## src/rtl/seq_det_pkg.sv

```systemverilog
// Shared types and constants for the serial pattern-detect stream controller.
package seq_det_pkg;

    typedef enum logic [0:0] {
        IDLE  = 1'b0,
        SHIFT = 1'b1
    } state_t;

    localparam int PAT_W  = 4;
    localparam int HIST_W = PAT_W - 1;
    localparam int FILL_W = 2;

    localparam logic [FILL_W-1:0] FILL_FULL = 2'd3;

endpackage

```

## src/rtl/seq_det_stream_ctrl_core.sv

```systemverilog
// Mealy 4-bit pattern detector: 3-bit history plus fill counter gating early matches.
// Optional macro SEQ_DET_NONOVERLAP_EN restarts the fill count after each match.
module pattern_det_core
    import seq_det_pkg::*;
(
    input  logic             clk,
    input  logic             rst_n,
    input  logic             clr,
    input  logic             bit_en,
    input  logic             bit_in,
    input  logic [PAT_W-1:0] pattern,
    output logic             match
);

    logic [HIST_W-1:0] hist_q;
    logic [FILL_W-1:0] fill_q;
    logic [FILL_W-1:0] fill_d;

    assign match = bit_en && (fill_q == FILL_FULL) && ({hist_q, bit_in} == pattern);

    // Fill count advance; saturates so a full history keeps matching on every bit
    always_comb begin
        fill_d = fill_q;
`ifdef SEQ_DET_NONOVERLAP_EN
        if (match) begin
            fill_d = '0;
        end else if (fill_q != FILL_FULL) begin
            fill_d = fill_q + 2'd1;
        end else begin
            fill_d = fill_q;
        end
`else
        if (fill_q != FILL_FULL) begin
            fill_d = fill_q + 2'd1;
        end else begin
            fill_d = fill_q;
        end
`endif
    end

    // History only moves on enabled bits and is kept across word boundaries
    always_ff @(posedge clk) begin
        if (!rst_n) begin
            hist_q <= '0;
            fill_q <= '0;
        end else if (clr) begin
            hist_q <= '0;
            fill_q <= '0;
        end else if (bit_en) begin
            hist_q <= {hist_q[HIST_W-2:0], bit_in};
            fill_q <= fill_d;
        end
    end

endmodule

```

## src/rtl/seq_det_stream_ctrl.sv

```systemverilog
// Word-to-bit serializer feeding pattern_det_core, with detection counter and sticky irq.
// Optional macro SEQ_DET_NONOVERLAP_EN selects non-overlapping detection in the core.
module seq_det_stream_ctrl
    import seq_det_pkg::*;
#(
    parameter int DATA_W = 8,
    parameter int CNT_W  = 16
) (
    input  logic              clk,
    input  logic              rst_n,
    input  logic              en,
    input  logic              clr,
    input  logic              s_valid,
    input  logic [DATA_W-1:0] s_data,
    output logic              s_ready,
    input  logic [PAT_W-1:0]  pattern,
    input  logic [CNT_W-1:0]  threshold,
    output logic              ser_bit,
    output logic              det_pulse,
    output logic [CNT_W-1:0]  det_count,
    output logic              irq,
    output logic              busy
);

    localparam int BCNT_W = $clog2(DATA_W);
    localparam logic [BCNT_W-1:0] LAST_IDX = BCNT_W'(DATA_W - 1);
    localparam logic [CNT_W-1:0]  CNT_MAX  = {CNT_W{1'b1}};

    state_t            state_q;
    logic [DATA_W-1:0] shift_q;
    logic [BCNT_W-1:0] bcnt_q;
    logic              det_pulse_q;
    logic [CNT_W-1:0]  det_count_q;
    logic [CNT_W-1:0]  det_count_d;
    logic              irq_q;
    logic              irq_set_s;
    logic              bit_en_s;
    logic              match_s;

    assign s_ready   = (state_q == IDLE) && en && !clr;
    assign busy      = (state_q == SHIFT);
    assign ser_bit   = shift_q[DATA_W-1];
    assign bit_en_s  = (state_q == SHIFT) && en;
    assign det_pulse = det_pulse_q;
    assign det_count = det_count_q;
    assign irq       = irq_q;

    pattern_det_core u_core (
        .clk     (clk),
        .rst_n   (rst_n),
        .clr     (clr),
        .bit_en  (bit_en_s),
        .bit_in  (ser_bit),
        .pattern (pattern),
        .match   (match_s)
    );

    // Saturating count update and threshold hit on the updated value
    always_comb begin
        det_count_d = det_count_q;
        if (match_s && (det_count_q != CNT_MAX)) begin
            det_count_d = det_count_q + CNT_W'(1);
        end else begin
            det_count_d = det_count_q;
        end
        irq_set_s = match_s && (threshold != '0) && (det_count_d == threshold);
    end

    // Control FSM, shifter, bit counter and registered detection outputs
    always_ff @(posedge clk) begin
        if (!rst_n) begin
            state_q     <= IDLE;
            shift_q     <= '0;
            bcnt_q      <= '0;
            det_pulse_q <= 1'b0;
            det_count_q <= '0;
            irq_q       <= 1'b0;
        end else if (clr) begin
            state_q     <= IDLE;
            shift_q     <= '0;
            bcnt_q      <= '0;
            det_pulse_q <= 1'b0;
            det_count_q <= '0;
            irq_q       <= 1'b0;
        end else if (!en) begin
            det_pulse_q <= 1'b0;
        end else begin
            det_pulse_q <= match_s;
            det_count_q <= det_count_d;
            if (irq_set_s) begin
                irq_q <= 1'b1;
            end
            case (state_q)
                IDLE: begin
                    if (s_valid) begin
                        shift_q <= s_data;
                        bcnt_q  <= LAST_IDX;
                        state_q <= SHIFT;
                    end
                end
                SHIFT: begin
                    shift_q <= {shift_q[DATA_W-2:0], 1'b0};
                    bcnt_q  <= bcnt_q - BCNT_W'(1);
                    if (bcnt_q == '0) begin
                        state_q <= IDLE;
                    end
                end
                default: begin
                    state_q <= IDLE;
                end
            endcase
        end
    end

endmodule

```

## config.mk

```make
export PLATFORM = sky130hd
export DESIGN_NAME = seq_det_stream_ctrl
export DESIGN_NICKNAME = d
export VERILOG_FILES = /design/src/rtl/seq_det_pkg.sv /design/src/rtl/seq_det_stream_ctrl_core.sv /design/src/rtl/seq_det_stream_ctrl.sv
export SDC_FILE = /design/constraint.sdc
export NUM_CORES = 1
export LEC_CHECK = 0
export BUFFER_PORTS_ARGS = -buffer_cell sky130_fd_sc_hd__buf_4
export CAP_MARGIN = 25
export CORE_MARGIN = 4
export CORE_UTILIZATION = 39
export DETAILED_ROUTE_END_ITERATION = 12
export PLACE_DENSITY = 0.7
export SLEW_MARGIN = 20
export SYNTH_ARGS = -nofsm -noshare
export SYNTH_HDL_FRONTEND = slang
export SYNTH_SLANG_ARGS = --single-unit
export TNS_END_PERCENT = 100
```

## constraint.sdc

```tcl
create_clock -name clk -period 3.4 [get_ports clk]
set_input_delay 0.68 -clock clk [delete_from_list [all_inputs] [get_ports clk]]
set_output_delay 0.68 -clock clk [all_outputs]
set_load 0.005 [all_outputs]
```

==> results of run 1 <==
metrics by stage:
stage / total power [mW] / util (%)
after floorplan: 0.475 / -
after global placement: 0.528 / 48.8
after detailed placement: 0.530 / 48.8
after CTS: 0.847 / 50.5
after global routing: 0.874 / 50.5
final: 0.835 / 50.5
registers in the layout (all words and copies together) (netlist names):
signal,cells
bcnt_q,3
busy,1
det_count,16
det_pulse,1
irq,1
shift_q,8
u_core.fill_q,2
u_core.hist_q,3
critical path, delay by kind of cell (launching register included):
kind,cells,cell delay (ns)
AO/OA/AOI/OAI,3,0.81
adder cells (fa/ha/maj),1,0.31
buffers and inverters,1,0.18
flip-flops,1,0.44
AND/OR/NAND/NOR,5,1.40
power groups by stage:
stage                     combinational [mW]  clock, mW  sequential (mW)
after global placement                 0.101          0            0.427
after detailed placement               0.102          0            0.428
final                                  0.102      0.315            0.418
after global routing                   0.112      0.343            0.419
after floorplan                       0.0484          0            0.427
after CTS                              0.103      0.326            0.418
final cells by class:
class,instances,area (µm²)
clock buffer,5,68.8
timing repair buffer,61,458
multi-input combinational,208,1420
inverter,5,18.8
sequential,35,701
clock inverter,3,25.0
tap,72,90.1
fill,537,2720
placed cells by master (no fill, tap or decap), types with 2 or more instances in the layout:
cell       count
a32oi_1        3
a211oi_1       8
o21a_1         2
o21ai_0        8
nand2b_1       2
nor4_1         7
nor3_1         6
a21oi_1       14
nor4_4         2
and4_1         3
o221ai_1       2
o31ai_1        2
inv_1          5
mux2i_1        9
ha_1           4
nand3_1       13
xnor2_1       17
nand2_1       14
nand3b_1       2
clkbuf_8       5
nand4_1        5
o2111ai_1      2
buf_4         61
nor2b_1        2
nor3b_1        3
and3_2         2
clkinv_4       2
o22ai_1        2
nor2_1        33
dfxtp_1       35
and2_1         2
xor2_1        16
path summary, 6_finish.rpt:
check	to	cells after the start	from
worst min register to register	shift_q[0]	2	shift_q[0]
worst max register to register	irq	10	det_count[1]
worst max-delay path	irq	10	det_count[1]
worst min-delay path	shift_q[0]	2	shift_q[0]
cell families after synthesis:
logic type               count (synthesis)  share of synthesized area [%]
buffers and inverters                   19                           4.45
adder cells (fa/ha/maj)                  4                           2.25
multiplexers                             9                           4.06
AND/OR/NAND/NOR                        108                           27.5
flip-flops                              35                           31.5
XOR/XNOR                                33                           13.0
AO/OA/AOI/OAI                           54                           17.2
routing by layer:
layer | vias up | GRT usage (%)
met1 | 1016 | 21.7
met5 | - | 0
met3 | 10 | 4.94
met2 | 86 | 26.5
met4 | 0 | 5.41
li1 | 1069 | -
==> results_dict.tcl, run 1 <==
set metrics [dict create \
    grt_pass1_wl_um 9630 \
    grt.overflow.total 0 \
    combPwrFrac_pct 12.2 \
    async_reset_ff_share_pct 0 \
    syn_to_final_growth_pct 25.3 \
    hp-class "reg2reg" \
    initialDrtViolationCount 151 \
    finalClockSkew_ns 0.0107 \
    worstMarginPinSlew_ns 0.514 \
    dr.pass1.iters 4 \
    pwr_density_cell_nw_per_um2 300 \
    relSlewSlack_pct 65.5 \
    highest_layer "met4" \
    drive_above_1_share_pct 25.6 \
    synth_edf_count 0 \
    final_area_um2 2780 \
    fmax_mhz 314 \
    met1_length_um 2650 \
    fp-row-count 27 \
    grt_max_degree 32 \
    path_class "reg2reg" \
    worstSkewPairLatency_ns 0.29 \
    power_frac_clock_pct 37.7 \
    status "finished clean" \
    rsz0062_at_grt "no" \
    power_frac_seq_pct 50.0 \
    route.detailed.wl_per_inst_um 15.1 \
    fin_nets 353 \
    ctsHoldBuffers 0 \
    finalHoldViolCount 0 \
    maxCapViolCount 0 \
    die_h_um 83.5 \
    syn_inst 262 \
    leakage_nw 1.03 \
    cp-start-kind "flip-flop" \
    syn_avg_cell_area_um2 8.48 \
    cts_buffer_depth 2 \
    fin_cells 389 \
    die_area_um2 6970 \
    synthTopCellsByArea "dfxtp_1 (32%), xnor2_1 (6.7%), xor2_1 (6.3%)" \
    finalCritPeriodShare_pct 93.8 \
    start_util_pct 40.3 \
    fin_ws_ns 0.211 \
    syn-num-nets 299 \
    yosysWarnings 0 \
    cts_resized 0 \
    end_kind "flip-flop" \
    grt_antenna_before_repair 0 \
    placed_cell_area_um2 2690 \
    clk_pin_slew_worst_paths_ns 0.09 \
    ys_top_cells_by_count "dfxtp_1 (35), nor2_1 (33), xnor2_1 (17)" \
    cpMaxStageDelayCell "nor4_4" \
    grt_usage_pct 16.7 \
    power.internal_mw 0.612 \
    setup_tns_ns 0 \
    yosysTopAreaCell "dfxtp_1" \
    pin_count 54 \
    dr_wl_met3_um 429 \
    critPathMaxFanout 7 \
    synth_top_area_share_pct 31.5 \
    num_vias 2181 \
    placed_cells 381 \
    hold_ws_ns 0.465 \
    switching_power_mw 0.223 \
    h-tree-depth 2 \
    cts_buffers 5 \
    setup_viol_count_final 0 \
    regToRegSetupSlack_ns 0.21 \
    irDropWorstVdd_v 0.000151 \
    post-place-ws_ns 0.211 \
    synth.most_common_cell "dfxtp_1" \
    netSwitchingFraction_pct 26.7 \
    ys_types 58 \
    cts_tree "yes" \
    drcViolationCount 0 \
    globalplace.congestion 0.936 \
    maxSlewViolCount 0 \
    ys.flop_type "dfxtp_1" \
    drtAntennaViolNets 0 \
    grt_pass1_vias 2029 \
    diodes 0 \
    path_cells "ha_1 -> nand4_1 -> nor4_4 -> nor4_4 -> buf_4 -> and2_2 -> a221o_1 -> or3_1 -> a2111oi_2 -> a31o_1" \
    wl_um 5860 \
    synth.ff_latch_count 35 \
    cp_data_arrival_time_ns 3.44 \
    placement.io_buffers 53 \
    fp.coreArea_um2 5510 \
    via_per_inst 5.61 \
    post-cts-setup-buffer-count 0 \
    cp_common_cell "nor4_4" \
    cts_root_buf "clkbuf_8" \
    slowest_delay_ns 0.52 \
    synth.yosys.seq_area_share_pct 31.5 \
    cts_sinks 35 \
    dp_hpwl_um 4460 \
    layout_min_cycle_time_ns 3.19 \
    netlist_area_um2 2220 \
    required_ns 3.65 \
    fp.dieW_um 83.5 \
    wl_met2_um 2690 \
]
(Power assumes the default switching activity.)
==> run 2: changes to the inputs <==
==> constraint.sdc (replaced) <==
create_clock -name clk -period 3.1 [get_ports clk]
set_input_delay 0.62 -clock clk [delete_from_list [all_inputs] [get_ports clk]]
set_output_delay 0.62 -clock clk [all_outputs]
set_load 0.005 [all_outputs]
==> run 2 against run 1 <==
Critical path depth shrank 1. Clock power grew 7.9%. Register-to-register slack worse by 0.04 ns. Maximum frequency grew 8.9%. Core utilization up 2.0 points. First-iteration DRC count is 13% lower. Global-route usage up 0.76 points. Combinational power rose by 11%. Wire length rose by 1.3%. Non-clock buffer count rose by 15. Critical path type unchanged. Largest power group unchanged. Highest routed layer unchanged.
==> results_dict.tcl, run 2 (synthesis results as in run 1) <==
set metrics [dict create \
    required_ns 3.34 \
    end_kind "flip-flop" \
    pin_count 54 \
    worstSkewPairLatency_ns 0.30 \
    hp-class "reg2reg" \
    pwr_density_cell_nw_per_um2 315 \
    cts_buffer_depth 2 \
    die_area_um2 6970 \
    setup_viol_count_final 0 \
    maxSlewViolCount 0 \
    route.detailed.wl_per_inst_um 14.7 \
    layout_min_cycle_time_ns 2.93 \
    cts_tree "yes" \
    grt_pass1_vias 2106 \
    finalCritPeriodShare_pct 94.5 \
    path_class "reg2reg" \
    p_total_mw 0.911 \
    via_per_inst 5.38 \
    die_h_um 83.5 \
    critPathMaxFanout 5 \
    path_cells "ha_1 -> nand3_1 -> or4_4 -> buf_4 -> a2111oi_0 -> o2111ai_1 -> or3_1 -> a2111oi_2 -> a31o_1" \
    drive_above_1_share_pct 28.9 \
    hold_end "shift_q[0]" \
    finalClockSkew_ns 0.0100 \
    timing.rr.end "irq" \
    status "finished clean" \
    fin_nets 368 \
    largest_register_ffs 16 \
    grt_usage_pct 17.4 \
    r2r_start "u_core.fill_q[0]" \
    cts_sinks 35 \
    drtAntennaViolNets 0 \
    diodes 0 \
    cp_data_arrival_time_ns 3.17 \
    clk_pin_slew_worst_paths_ns 0.08 \
    fin_ws_ns 0.171 \
    finalHoldViolCount 0 \
    globalplace.congestion 0.914 \
    maxCapViolCount 0 \
    relSlewSlack_pct 43.1 \
    fmax_mhz 341 \
    ctsHoldBuffers 0 \
    leakage_nw 1.11 \
    layout_commonest_cell "buf_4" \
    wl_um 5930 \
    rsz0062_at_grt "no" \
    cts_buffers 5 \
    fp.dieW_um 83.5 \
    fp.coreArea_um2 5510 \
    initialDrtViolationCount 132 \
    reg2regPathDepth 9 \
    cpMaxStageDelayCell "or4_4" \
    post-place-ws_ns -0.0585 \
    placement.io_buffers 53 \
    mostFrequentLayoutCells "buf_4 (76), dfxtp_1 (35), nor2_1 (33), xnor2_1 (17), xor2_1 (16)" \
    grt.overflow.total 0 \
    min_from "shift_q[0]" \
    cts_root_buf "clkbuf_8" \
    num_vias 2175 \
    syn_to_final_growth_pct 30.3 \
    grt_pass1_wl_um 10100 \
    grt_antenna_before_repair 0 \
    post-cts-setup-buffer-count 0 \
    worstMarginPinSlew_ns 0.854 \
    slowest_delay_ns 0.57 \
    cts_resized 0 \
    irDropWorstVdd_v 0.000177 \
    dr.pass1.iters 4 \
    grt_max_degree 21 \
    fillCellCount 545 \
    start_util_pct 40.3 \
    multi_input_area_um2 1420 \
    regToRegSetupSlack_ns 0.17 \
    min_path_cells 2 \
    h-tree-depth 2 \
    cp-start-kind "flip-flop" \
    fp-row-count 27 \
    drcViolationCount 0 \
    seqCellArea_um2 701 \
    dp_hpwl_um 4690 \
]
-- run 2: through the flow --
stage          std cells  hold WS (ns)  instance area (µm²)  TNS (ns)  utilization, %
4_1_cts              404         0.461                 2890         0            52.6
5_1_grt              404         0.494                 2890         0            52.6
3_3_place_gp         396         0.441                 2800         0            50.9
2_1_floorplan        262         0.432                 2220         0               -
6_report             404         0.462                 2890         0            52.6
3_5_place_dp         396         0.449                 2800   -0.0585            50.9
-- run 2: final cells by class --
| cell class | count | area share, % |
|---|---|---|
| Multi-Input combinational cell | 208 | 49.1 |
| Sequential cell | 35 | 24.2 |
| Timing Repair Buffer | 76 | 19.7 |
| Tap cell | 72 | 3.11 |
| Clock buffer | 5 | 2.38 |
| Clock inverter | 3 | 0.821 |
| Inverter | 5 | 0.649 |
-- run 2: metal layers --
layer  vias up  wire length (µm)  track usage (%)
met4         0                76             5.56
met2        72              2700             27.0
met5         -                 0                0
li1       1097                 -                -
met1       997              2730             22.8
met3         9               433             5.92
-- run 2: critical path: cells and delay by family, from the launching register on --
kind / cells / cell delay [ns]
AO/OA/AOI/OAI: 4 / 1.14
adder cells (fa/ha/maj): 1 / 0.20
buffers and inverters: 1 / 0.18
flip-flops: 1 / 0.36
AND/OR/NAND/NOR: 3 / 1.01
-- run 2: how the worst max path moves through the flow --
stage / from / endpoint / slack (ns) / cells past startpoint
2_1_floorplan: pattern[0] / irq / 0.03 / 9
3_3_place_gp: pattern[0] / irq / 0.05 / 9
3_5_place_dp: pattern[0] / irq / -0.06 / 9
4_1_cts: u_core.fill_q[0] / irq / 0.20 / 9
5_1_grt: u_core.fill_q[0] / irq / 0.03 / 9
6_report: u_core.fill_q[0] / irq / 0.17 / 9
-- run 2: power breakdown --
| group | switching [mW] | leakage [nW] | internal [mW] |
|---|---|---|---|
| Combinational | 0.0572 | 0.785 | 0.0559 |
| Sequential | 0.00353 | 0.283 | 0.455 |
| Clock | 0.179 | 0.0408 | 0.160 |
| Total | 0.240 | 1.11 | 0.671 |
==> run 3: changes to the inputs <==
--- a/config.mk
+++ b/config.mk
@@ -7,10 +7,12 @@
 export LEC_CHECK = 0
 export BUFFER_PORTS_ARGS = -buffer_cell sky130_fd_sc_hd__buf_4
 export CAP_MARGIN = 25
+export CELL_PAD_IN_SITES_DETAIL_PLACEMENT = 1
+export CELL_PAD_IN_SITES_GLOBAL_PLACEMENT = 1
 export CORE_MARGIN = 4
 export CORE_UTILIZATION = 39
 export DETAILED_ROUTE_END_ITERATION = 12
-export PLACE_DENSITY = 0.7
+export PLACE_DENSITY = 0.88
 export SLEW_MARGIN = 20
 export SYNTH_ARGS = -nofsm -noshare
 export SYNTH_HDL_FRONTEND = slang
==> run 3 against run 2 <==
Combinational power barely moved. First-iteration DRC count rose by 24%. Core utilization rose by 0.23 points. Die area did not move. Clock skew fell by 0.0059 ns. Hold slack got worse by 0.0065 ns. Largest cell class unchanged. Largest power group unchanged.
==> results_dict.tcl, run 3 (synthesis results as in run 1) <==
set metrics [dict create \
    status "finished clean" \
    grt_pass1_vias 2426 \
    via_per_inst 5.67 \
    fin_nets 367 \
    path_cells "ha_1 -> nand3_1 -> or4_4 -> or3b_1 -> mux2i_1 -> xor2_1 -> o2111ai_1 -> a2111oi_2 -> a31o_1" \
    maxCapViolCount 0 \
    grt_antenna_before_repair 0 \
    cpMaxStageDelayCell "or4_4" \
    die_area_um2 6970 \
    syn_to_final_growth_pct 30.9 \
    fin_ws_ns 0.214 \
    largest_register_ffs 16 \
    critPathMaxFanout 5 \
    cts_tree "yes" \
    min_from "shift_q[0]" \
    cts_sinks 35 \
    layout_commonest_cell "buf_4" \
    post-place-ws_ns -0.0211 \
    wl_um 7100 \
    hold_ws_ns 0.455 \
    path_class "reg2reg" \
    finalHoldViolCount 0 \
    cts_buffers 5 \
    initialDrtViolationCount 164 \
    post-cts-setup-buffer-count 0 \
    layout_min_cycle_time_ns 2.89 \
    min_path_cells 2 \
    placed_cells 395 \
    cts_buffer_depth 2 \
    irDropWorstVdd_v 0.000264 \
    end_kind "flip-flop" \
    placement.io_buffers 53 \
    globalplace.congestion 0.936 \
    fmax_mhz 346 \
    pin_count 54 \
    mostFrequentLayoutCells "buf_4 (75), dfxtp_1 (35), nor2_1 (33), xnor2_1 (17), xor2_1 (16)" \
    fp-row-count 27 \
    setup_viol_count_final 0 \
    r2r_start "u_core.fill_q[0]" \
    fillCellCount 668 \
    grt_max_degree 23 \
    diodes 0 \
    worstSkewPairLatency_ns 0.29 \
    cp_data_arrival_time_ns 3.12 \
    fp.coreArea_um2 5510 \
    grt.overflow.total 0 \
    fp.dieW_um 83.5 \
    pwr_density_cell_nw_per_um2 343 \
    num_vias 2285 \
    die_h_um 83.5 \
    start_util_pct 40.3 \
    leakage_nw 1.12 \
    relSlewSlack_pct 44.3 \
    grt_usage_pct 20.6 \
    drcViolationCount 0 \
    grt_pass1_wl_um 11900 \
    reg2regPathDepth 9 \
    startpoint "u_core.fill_q[0]" \
    setup_tns_ns 0 \
    route.detailed.wl_per_inst_um 17.6 \
    rsz0062_at_grt "no" \
    drtAntennaViolNets 0 \
    cp-start-kind "flip-flop" \
    dr.pass1.iters 4 \
    finalClockSkew_ns 0.00409 \
    finalCritPeriodShare_pct 93.1 \
    clk_pin_slew_worst_paths_ns 0.08 \
    maxSlewViolCount 0 \
    required_ns 3.34 \
    drive_above_1_share_pct 28.7 \
    worstMarginPinSlew_ns 0.835 \
    slowest_delay_ns 0.58 \
    hp-class "reg2reg" \
    fin_cells 403 \
    cts_root_buf "clkbuf_8" \
    h-tree-depth 2 \
    dp_hpwl_um 5580 \
]
[run 3: routing by layer]
layer	share of wire, %	wire [µm]	vias up	global-route usage [%]
met4	2.0	143	0	6.29
met3	6.5	465	16	4.44
met2	49	3490	76	35.0
li1	-	-	1097	-
met5	0	0	-	0
met1	42	3010	1096	26.0
[run 3: where the power goes]
group          internal, mW  total (mW)  switching (mW)  leakage (nW)
Sequential            0.455       0.459         0.00365         0.283
Clock                 0.240       0.423           0.184        0.0581
Combinational        0.0561       0.116          0.0594         0.779
[run 3: worst paths after layout]
kind,end,slack [ns]
setup reg to reg,irq,0.21
hold reg to reg,shift_q[0],0.46
setup / recovery,irq,0.21
hold / removal,shift_q[0],0.46
[run 3: what timing repair did]
action,in CTS,in global routing
hold buffers,0,0
endpoints found under the setup margin,0,1
resized for setup,0,0
[run 3: stage by stage]
| stage | power (mW) | utilization [%] | cell area, µm² |
|---|---|---|---|
| after floorplan | 0.521 | - | 2220 |
| after global placement | 0.579 | 50.7 | 2790 |
| after detailed placement | 0.584 | 50.7 | 2790 |
| after CTS | 1.01 | 52.8 | 2910 |
| after global routing | 1.03 | 52.8 | 2910 |
| final | 0.997 | 52.8 | 2910 |
[run 3: critical path, delay by kind of cell (launching register included)]
family / cells / cell delay, ns
compound gates: 3 / 0.70
mux: 1 / 0.27
fa+ha+maj: 1 / 0.20
flops: 1 / 0.36
simple gates: 3 / 1.12
xor+xnor: 1 / 0.19
[run 3: layout make-up]
class                   instances  area [µm²]  area share (%)
multi-input cells             208        1420            48.9
inverters                       5        18.8           0.646
clock buffers                   5        68.8            2.37
clock inverters                 3        43.8            1.51
flip-flops and latches         35         701            24.1
well taps                      72        90.1            3.10
repair buffers                 75         563            19.4
